File: config.mk
export PLATFORM = sky130hd
export DESIGN_NAME = fpu_operand_sequencer_flat
export DESIGN_NICKNAME = d
export VERILOG_FILES = /design/src/rtl/fpu_pkg.sv /design/src/rtl/fpu_operand_sequencer_if.sv /design/src/rtl/fpu_operand_sequencer.sv /design/src/flat_wrapper.sv
export SDC_FILE = /design/constraint.sdc
export NUM_CORES = 1
export LEC_CHECK = 0
export BUFFER_PORTS_ARGS = -buffer_cell sky130_fd_sc_hd__buf_2
export CAP_MARGIN = 30
export CORE_MARGIN = 4
export CORE_UTILIZATION = 50
export CTS_CLUSTER_DIAMETER = 200
export DETAILED_ROUTE_END_ITERATION = 16
export PLACE_DENSITY_LB_ADDON = 0.15
export SETUP_SLACK_MARGIN = 0.5
export SLEW_MARGIN = 20
export SYNTH_ARGS = -nofsm -noshare
export SYNTH_HDL_FRONTEND = slang
export SYNTH_SLANG_ARGS = --single-unit
File: constraint.sdc
create_clock -name clk -period 5.3 [get_ports clk]
set_input_delay 1.06 -clock clk [delete_from_list [all_inputs] [get_ports clk]]
set_output_delay 1.06 -clock clk [all_outputs]
set_load 0.02 [all_outputs]
File: src/rtl/fpu_pkg.sv
// Shared types and constants for moving FPU memory operands over the 16-bit bus.
package fpu_pkg;

    localparam int FPU_WORD_W    = 16;
    localparam int FPU_OPND_W    = 80;
    localparam int FPU_MAX_WORDS = FPU_OPND_W / FPU_WORD_W;

    typedef enum logic [2:0] {
        SIZE_16 = 3'd0,
        SIZE_32 = 3'd1,
        SIZE_64 = 3'd2,
        SIZE_80 = 3'd3
    } fpu_size_t;

    typedef enum logic [2:0] {
        ST_IDLE,
        ST_FETCH,
        ST_REQ,
        ST_GAP,
        ST_PUSH,
        ST_DONE,
        ST_ERR
    } seq_state_t;

    // Encodings 4..7 are invalid and report zero words.
    function automatic logic [2:0] words_for_size(input logic [2:0] size);
        case (size)
            SIZE_16: return 3'd1;
            SIZE_32: return 3'd2;
            SIZE_64: return 3'd4;
            SIZE_80: return 3'd5;
            default: return 3'd0;
        endcase
    endfunction

    function automatic logic size_valid(input logic [2:0] size);
        return !size[2];
    endfunction

endpackage

File: src/rtl/fpu_operand_sequencer_if.sv
// Memory bus and FPU data port seen by the operand sequencer (master side).
interface fpu_operand_sequencer_if #(
    parameter int ADDR_W = 20
);
    logic [ADDR_W-1:0] mem_address;
    logic [15:0]       mem_data_out;
    logic [15:0]       mem_data_in;
    logic              mem_access;
    logic              mem_wr_en;
    logic [1:0]        mem_bytesel;
    logic              mem_ack;
    logic              fpu_data_write;
    logic              fpu_data_read;
    logic [2:0]        fpu_data_size;
    logic [79:0]       fpu_data_in;
    logic [79:0]       fpu_data_out;
    logic              fpu_data_ready;

    modport master (
        output mem_address, mem_data_out, mem_access, mem_wr_en, mem_bytesel,
        input  mem_data_in, mem_ack,
        output fpu_data_write, fpu_data_read, fpu_data_size, fpu_data_in,
        input  fpu_data_out, fpu_data_ready
    );

    modport slave (
        input  mem_address, mem_data_out, mem_access, mem_wr_en, mem_bytesel,
        output mem_data_in, mem_ack,
        input  fpu_data_write, fpu_data_read, fpu_data_size, fpu_data_in,
        output fpu_data_out, fpu_data_ready
    );
endinterface

File: src/rtl/fpu_operand_sequencer.sv
// Bursts 1/2/4/5 memory words into the FPU (load) or out of it (store).
module fpu_operand_sequencer
    import fpu_pkg::*;
#(
    parameter int ADDR_W  = 20,
    parameter int TIMEOUT = 255
) (
    input  logic                  clk,
    input  logic                  reset_n,
    input  logic                  start,
    input  logic                  dir,
    input  logic [2:0]            size,
    input  logic [ADDR_W-1:0]     base_addr,
    input  logic                  abort,
    output logic                  busy,
    output logic                  done,
    output logic                  error,
    fpu_operand_sequencer_if.master bus
);

    localparam int TO_W = (TIMEOUT < 1) ? 1 : $clog2(TIMEOUT + 1);

    seq_state_t        state_reg, state_next;
    logic              dir_reg;
    logic [2:0]        size_reg;
    logic [2:0]        nwords_reg;
    logic [2:0]        idx_reg;
    logic [ADDR_W-1:0] base_reg;
    logic [TO_W-1:0]   to_cnt_reg;
    logic              abort_pend_reg;
    logic [FPU_WORD_W-1:0] buf_reg [FPU_MAX_WORDS];
    logic [FPU_OPND_W-1:0] buf_flat;
    logic [FPU_OPND_W-1:0] push_hold_reg;

    logic accept, fetch_hit, req_ack, more_words, push_fire;

    assign accept     = (state_reg == ST_IDLE) && start;
    assign fetch_hit  = (state_reg == ST_FETCH) && bus.fpu_data_ready;
    assign req_ack    = (state_reg == ST_REQ) && bus.mem_ack;
    assign more_words = (idx_reg + 3'd1) < nwords_reg;
    assign push_fire  = (state_reg == ST_PUSH) && !abort;

    // One register per bus word; the buffer is cleared on start so unused upper words read as zero.
    for (genvar gi = 0; gi < FPU_MAX_WORDS; gi++) begin : g_word
        always_ff @(posedge clk or negedge reset_n) begin
            if (!reset_n) begin
                buf_reg[gi] <= '0;
            end else if (accept) begin
                buf_reg[gi] <= '0;
            end else if (fetch_hit) begin
                buf_reg[gi] <= bus.fpu_data_out[gi*FPU_WORD_W +: FPU_WORD_W];
            end else if (req_ack && !dir_reg && (idx_reg == 3'(gi))) begin
                buf_reg[gi] <= bus.mem_data_in;
            end
        end
        assign buf_flat[gi*FPU_WORD_W +: FPU_WORD_W] = buf_reg[gi];
    end

    always_ff @(posedge clk or negedge reset_n) begin
        if (!reset_n) begin
            state_reg <= ST_IDLE;
        end else begin
            state_reg <= state_next;
        end
    end

    always_ff @(posedge clk or negedge reset_n) begin
        if (!reset_n) begin
            dir_reg        <= 1'b0;
            size_reg       <= '0;
            nwords_reg     <= '0;
            idx_reg        <= '0;
            base_reg       <= '0;
            to_cnt_reg     <= '0;
            abort_pend_reg <= 1'b0;
            push_hold_reg  <= '0;
        end else begin
            if (accept) begin
                dir_reg        <= dir;
                size_reg       <= size;
                nwords_reg     <= words_for_size(size);
                base_reg       <= base_addr;
                idx_reg        <= '0;
                to_cnt_reg     <= '0;
                abort_pend_reg <= 1'b0;
            end
            if ((state_reg == ST_FETCH) && !bus.fpu_data_ready) begin
                to_cnt_reg <= to_cnt_reg + 1'b1;
            end
            // An abort during a bus cycle waits for the ack so the cycle is never cut short.
            if ((state_reg == ST_REQ) && abort) begin
                abort_pend_reg <= 1'b1;
            end
            if (req_ack) begin
                idx_reg <= idx_reg + 3'd1;
            end
            if (push_fire) begin
                push_hold_reg <= buf_flat;
            end
        end
    end

    always_comb begin
        state_next         = state_reg;
        busy               = 1'b1;
        done               = 1'b0;
        error              = 1'b0;
        bus.mem_access     = 1'b0;
        bus.mem_wr_en      = 1'b0;
        bus.mem_address    = '0;
        bus.mem_data_out   = '0;
        bus.fpu_data_read  = 1'b0;
        bus.fpu_data_write = 1'b0;
        case (state_reg)
            ST_IDLE: begin
                busy = 1'b0;
                if (start) begin
                    if (!size_valid(size)) state_next = ST_ERR;
                    else if (dir)          state_next = ST_FETCH;
                    else                   state_next = ST_REQ;
                end
            end
            ST_FETCH: begin
                bus.fpu_data_read = 1'b1;
                if (abort)                                state_next = ST_IDLE;
                else if (bus.fpu_data_ready)              state_next = ST_REQ;
                else if (to_cnt_reg == TO_W'(TIMEOUT))    state_next = ST_ERR;
            end
            ST_REQ: begin
                bus.mem_access   = 1'b1;
                bus.mem_wr_en    = dir_reg;
                bus.mem_address  = base_reg + (ADDR_W'(idx_reg) << 1);
                bus.mem_data_out = buf_reg[idx_reg];
                if (bus.mem_ack) begin
                    if (abort_pend_reg || abort) state_next = ST_IDLE;
                    else if (more_words)         state_next = ST_GAP;
                    else if (dir_reg)            state_next = ST_DONE;
                    else                         state_next = ST_PUSH;
                end
            end
            ST_GAP: begin
                state_next = abort ? ST_IDLE : ST_REQ;
            end
            ST_PUSH: begin
                if (abort) begin
                    state_next = ST_IDLE;
                end else begin
                    bus.fpu_data_write = 1'b1;
                    state_next         = ST_DONE;
                end
            end
            ST_DONE: begin
                done       = 1'b1;
                state_next = ST_IDLE;
            end
            ST_ERR: begin
                error      = 1'b1;
                state_next = ST_IDLE;
            end
            default: state_next = ST_IDLE;
        endcase
    end

    assign bus.mem_bytesel   = 2'b00;
    assign bus.fpu_data_size = size_reg;
    assign bus.fpu_data_in   = push_fire ? buf_flat : push_hold_reg;

endmodule
File: src/flat_wrapper.sv
// flat-port wrapper written by rule: the top's interface ports become plain ports
module fpu_operand_sequencer_flat import fpu_pkg::*;
#(
    parameter int ADDR_W  = 20,
    parameter int TIMEOUT = 255
)
  (clk, reset_n, start, dir, size, base_addr, abort, busy, done, error, bus_mem_address, bus_mem_data_out, bus_mem_access, bus_mem_wr_en, bus_mem_bytesel, bus_mem_data_in, bus_mem_ack, bus_fpu_data_write, bus_fpu_data_read, bus_fpu_data_size, bus_fpu_data_in, bus_fpu_data_out, bus_fpu_data_ready);
  fpu_operand_sequencer_if #(.ADDR_W(ADDR_W)) bus_i ();
  input  logic clk;
  input  logic reset_n;
  input  logic start;
  input  logic dir;
  input  logic [2:0] size;
  input  logic [ADDR_W-1:0] base_addr;
  input  logic abort;
  output logic busy;
  output logic done;
  output logic error;
  output wire logic [$bits(bus_i.mem_address)-1:0] bus_mem_address;
  output wire logic [$bits(bus_i.mem_data_out)-1:0] bus_mem_data_out;
  output wire logic [$bits(bus_i.mem_access)-1:0] bus_mem_access;
  output wire logic [$bits(bus_i.mem_wr_en)-1:0] bus_mem_wr_en;
  output wire logic [$bits(bus_i.mem_bytesel)-1:0] bus_mem_bytesel;
  input wire logic [$bits(bus_i.mem_data_in)-1:0] bus_mem_data_in;
  input wire logic [$bits(bus_i.mem_ack)-1:0] bus_mem_ack;
  output wire logic [$bits(bus_i.fpu_data_write)-1:0] bus_fpu_data_write;
  output wire logic [$bits(bus_i.fpu_data_read)-1:0] bus_fpu_data_read;
  output wire logic [$bits(bus_i.fpu_data_size)-1:0] bus_fpu_data_size;
  output wire logic [$bits(bus_i.fpu_data_in)-1:0] bus_fpu_data_in;
  input wire logic [$bits(bus_i.fpu_data_out)-1:0] bus_fpu_data_out;
  input wire logic [$bits(bus_i.fpu_data_ready)-1:0] bus_fpu_data_ready;
  assign bus_mem_address = bus_i.mem_address;
  assign bus_mem_data_out = bus_i.mem_data_out;
  assign bus_mem_access = bus_i.mem_access;
  assign bus_mem_wr_en = bus_i.mem_wr_en;
  assign bus_mem_bytesel = bus_i.mem_bytesel;
  assign bus_i.mem_data_in = bus_mem_data_in;
  assign bus_i.mem_ack = bus_mem_ack;
  assign bus_fpu_data_write = bus_i.fpu_data_write;
  assign bus_fpu_data_read = bus_i.fpu_data_read;
  assign bus_fpu_data_size = bus_i.fpu_data_size;
  assign bus_fpu_data_in = bus_i.fpu_data_in;
  assign bus_i.fpu_data_out = bus_fpu_data_out;
  assign bus_i.fpu_data_ready = bus_fpu_data_ready;
  fpu_operand_sequencer #(.ADDR_W(ADDR_W), .TIMEOUT(TIMEOUT)) u_core (.clk(clk), .reset_n(reset_n), .start(start), .dir(dir), .size(size), .base_addr(base_addr), .abort(abort), .busy(busy), .done(done), .error(error), .bus(bus_i));
endmodule
==> results_dict.tcl <==
set metrics [dict create \
    slowest_stage "nor3_4" \
    grt_pass1_vias 7613 \
    synth_cell_types 52 \
    fin_setup_tns_ns 0 \
    report.final.slew_viol_count 0 \
    cp_max_fo 18 \
    nets 1270 \
    dr.pass1.iters 5 \
    cts_resized 0 \
    core_area_mm2 0.01889 \
    clk_pin_slew_ns 0.06 \
    die_h_um 147.3 \
    finalCritPeriodShare 0.7404 \
    post-cts-setup-buffers 0 \
    endpoint_kind "primary output" \
    worst-slew-pin-transition_ns 0.7979 \
    synth_top_area_frac 0.5210 \
    die_w_um 147.3 \
    setup_ws_ns 1.376 \
    cp-start-kind "flop" \
    clock-root-buffer "clkbuf_16" \
    gp_congestion 0.8639 \
    place_ws_ns 1.770 \
    cts_tree "yes" \
    wl_um 27630 \
    io_buffer_count 251 \
    drcViolationCount 0 \
    clock_latency_ns 0.51 \
    synth_area_per_cell_um2 10.72 \
    synth_warnings 0 \
    power_density_mw_per_mm2 635.4 \
    rows 50 \
    finalClockSkew_ns 0.01435 \
    clockBufferDepth 3 \
    slew_headroom 0.4681 \
    setup-violations-final 0 \
    path_cells "clkinv_1 -> nor3_4 -> a22oi_1 -> nor2_1 -> buf_2" \
    synth-main-ff-cell "dfrtp_1" \
    arrival_ns 2.86 \
    vias 7919 \
    holdBufCountCts 0 \
    grt_first_pass_wirelength_um 43650 \
    hold_class "flop to flop" \
    drive_above_1_share 0.3569 \
    ir_drop_uv 442.6 \
    ys_ff_latch 202 \
    area_growth_pct 23.20 \
    boundaryPins 254 \
    grt_max_degree 105 \
    synthArstFlopShare 1.000 \
    grt.total_usage 0.2504 \
    drtIter0Drc 449 \
    max_stage_delay_ns 0.82 \
    rsz0062_at_grt "false" \
    avgViaCountPerCell 5.628 \
    ant_nets 0 \
    yosysMostFrequentCell "dfrtp_1" \
    synth_area_leaders "dfrtp_1 (52%), mux2_2 (9.3%), o31ai_1 (6.5%), nand2_1 (6.4%), a21oi_1 (4.6%)" \
    routedWlPerCell_um 19.63 \
    cp.required_ns 4.24 \
    ys_seq_area_frac 0.5210 \
    maxCapViolCount 0 \
    p_leak_nw 5.792 \
    synthTopCellsByCount "dfrtp_1 (202), nand2_1 (165), a21oi_1 (89)" \
    min_period_ns 3.924 \
    dieArea_mm2 0.02170 \
    timing.fmax_ghz 0.2548 \
    cts_num_sinks 202 \
    antenna_found_initial 0 \
    synthCells 905 \
    power.total_mw 7.595 \
    synth-edff-count 0 \
    htreeDepth 1 \
    numCtsBuffers 22 \
    status "complete, no violations" \
    crit_type "flop to primary output" \
    grt_overflow 0 \
    final-hold-violation-count 0 \
    start_util 0.5135 \
    synth_top_area_cell "dfrtp_1" \
    netlist_area_mm2 0.009702 \
    hpwl_um 19400 \
]
through the flow:
stage / cells / util / area, µm² / hold WS, ns
5_1_grt: 1406 / 0.6325 / 11950 / 0.4986
3_3_place_gp: 1367 / 0.5938 / 11220 / 0.4484
4_1_cts: 1406 / 0.6325 / 11950 / 0.4727
3_5_place_dp: 1368 / 0.5949 / 11240 / 0.4594
6_report: 1407 / 0.6326 / 11950 / 0.4754
2_1_floorplan: 906 / - / 9706 / 0.4374
power by group:
| group | switching (mW) | internal, mW |
|---|---|---|
| sequential | 0.484 | 2.22 |
| clock | 0.608 | 0.899 |
| combinational | 2.09 | 1.29 |
| total | 3.19 | 4.41 |
layout by cell type (no fill, tap or decap), types with 9 or more instances in the layout:
| cell type | n |
|---|---|
| buf_2 | 250 |
| dfrtp_1 | 202 |
| nand2_1 | 165 |
| a21oi_1 | 89 |
| o31ai_1 | 84 |
| mux2_2 | 80 |
| nor2_1 | 34 |
| clkbuf_16 | 22 |
| o21ai_0 | 21 |
| a22oi_1 | 17 |
| nor2b_1 | 17 |
| mux4_2 | 16 |
| buf_4 | 14 |
| inv_1 | 12 |
| ha_1 | 11 |
| nand4_1 | 9 |
logic make-up after synthesis:
| family | after synthesis | synth area share |
|---|---|---|
| xor gates and xnor gates | 12 | 0.01083 |
| muxes | 98 | 0.1321 |
| adders and majority gates | 12 | 0.01625 |
| AOI/OAI and AO/OA | 232 | 0.1541 |
| DFF | 202 | 0.5210 |
| buffers and inverters | 80 | 0.03714 |
| and+or+nand+nor | 268 | 0.1282 |
| other | 1 | 0.0003865 |
final cells by class:
type | count | area, µm²
fillers | 1565 | 6940
flip-flops and latches | 202 | 5055
multi-input cells | 624 | 4365
repair buffers | 269 | 1445
clock buffers | 35 | 659.4
well taps | 260 | 325.3
clock inverters | 3 | 51.30
inverters | 13 | 48.80
diodes | 1 | 2.502
worst paths after layout:
path / start / cells after the start / slack (ns) / endpoint
setup reg to reg: u_core.idx_reg[2] / 8 / 2.60 / u_core.state_reg[0]
min in group asynchronous: reset_n / 1 / 0.62 / u_core.to_cnt_reg[0]
hold reg to reg: u_core.base_reg[0] / 2 / 0.48 / u_core.base_reg[0]
max in group asynchronous: reset_n / 2 / 3.67 / u_core.push_hold_reg[5]
setup / recovery: u_core.idx_reg[2] / 5 / 1.38 / bus_mem_data_out[10]
hold / removal: u_core.base_reg[0] / 2 / 0.48 / u_core.base_reg[0]
worst max-delay path, delay by kind of cell, from the launching register on:
family                 cells  cell delay, ns
buffers and inverters      2            0.75
AOI/OAI and AO/OA          1            0.19
DFF                        1            0.45
and+or+nand+nor            2            0.96
per-layer routing:
metal,global-route usage,vias up,wire [µm]
met5,0,-,0
met4,0.05778,0,519
met3,0.04812,39,2253
met2,0.3627,332,11940
met1,0.3916,3849,12920
li1,-,3699,-
Power figures use the tool's default switching activity.
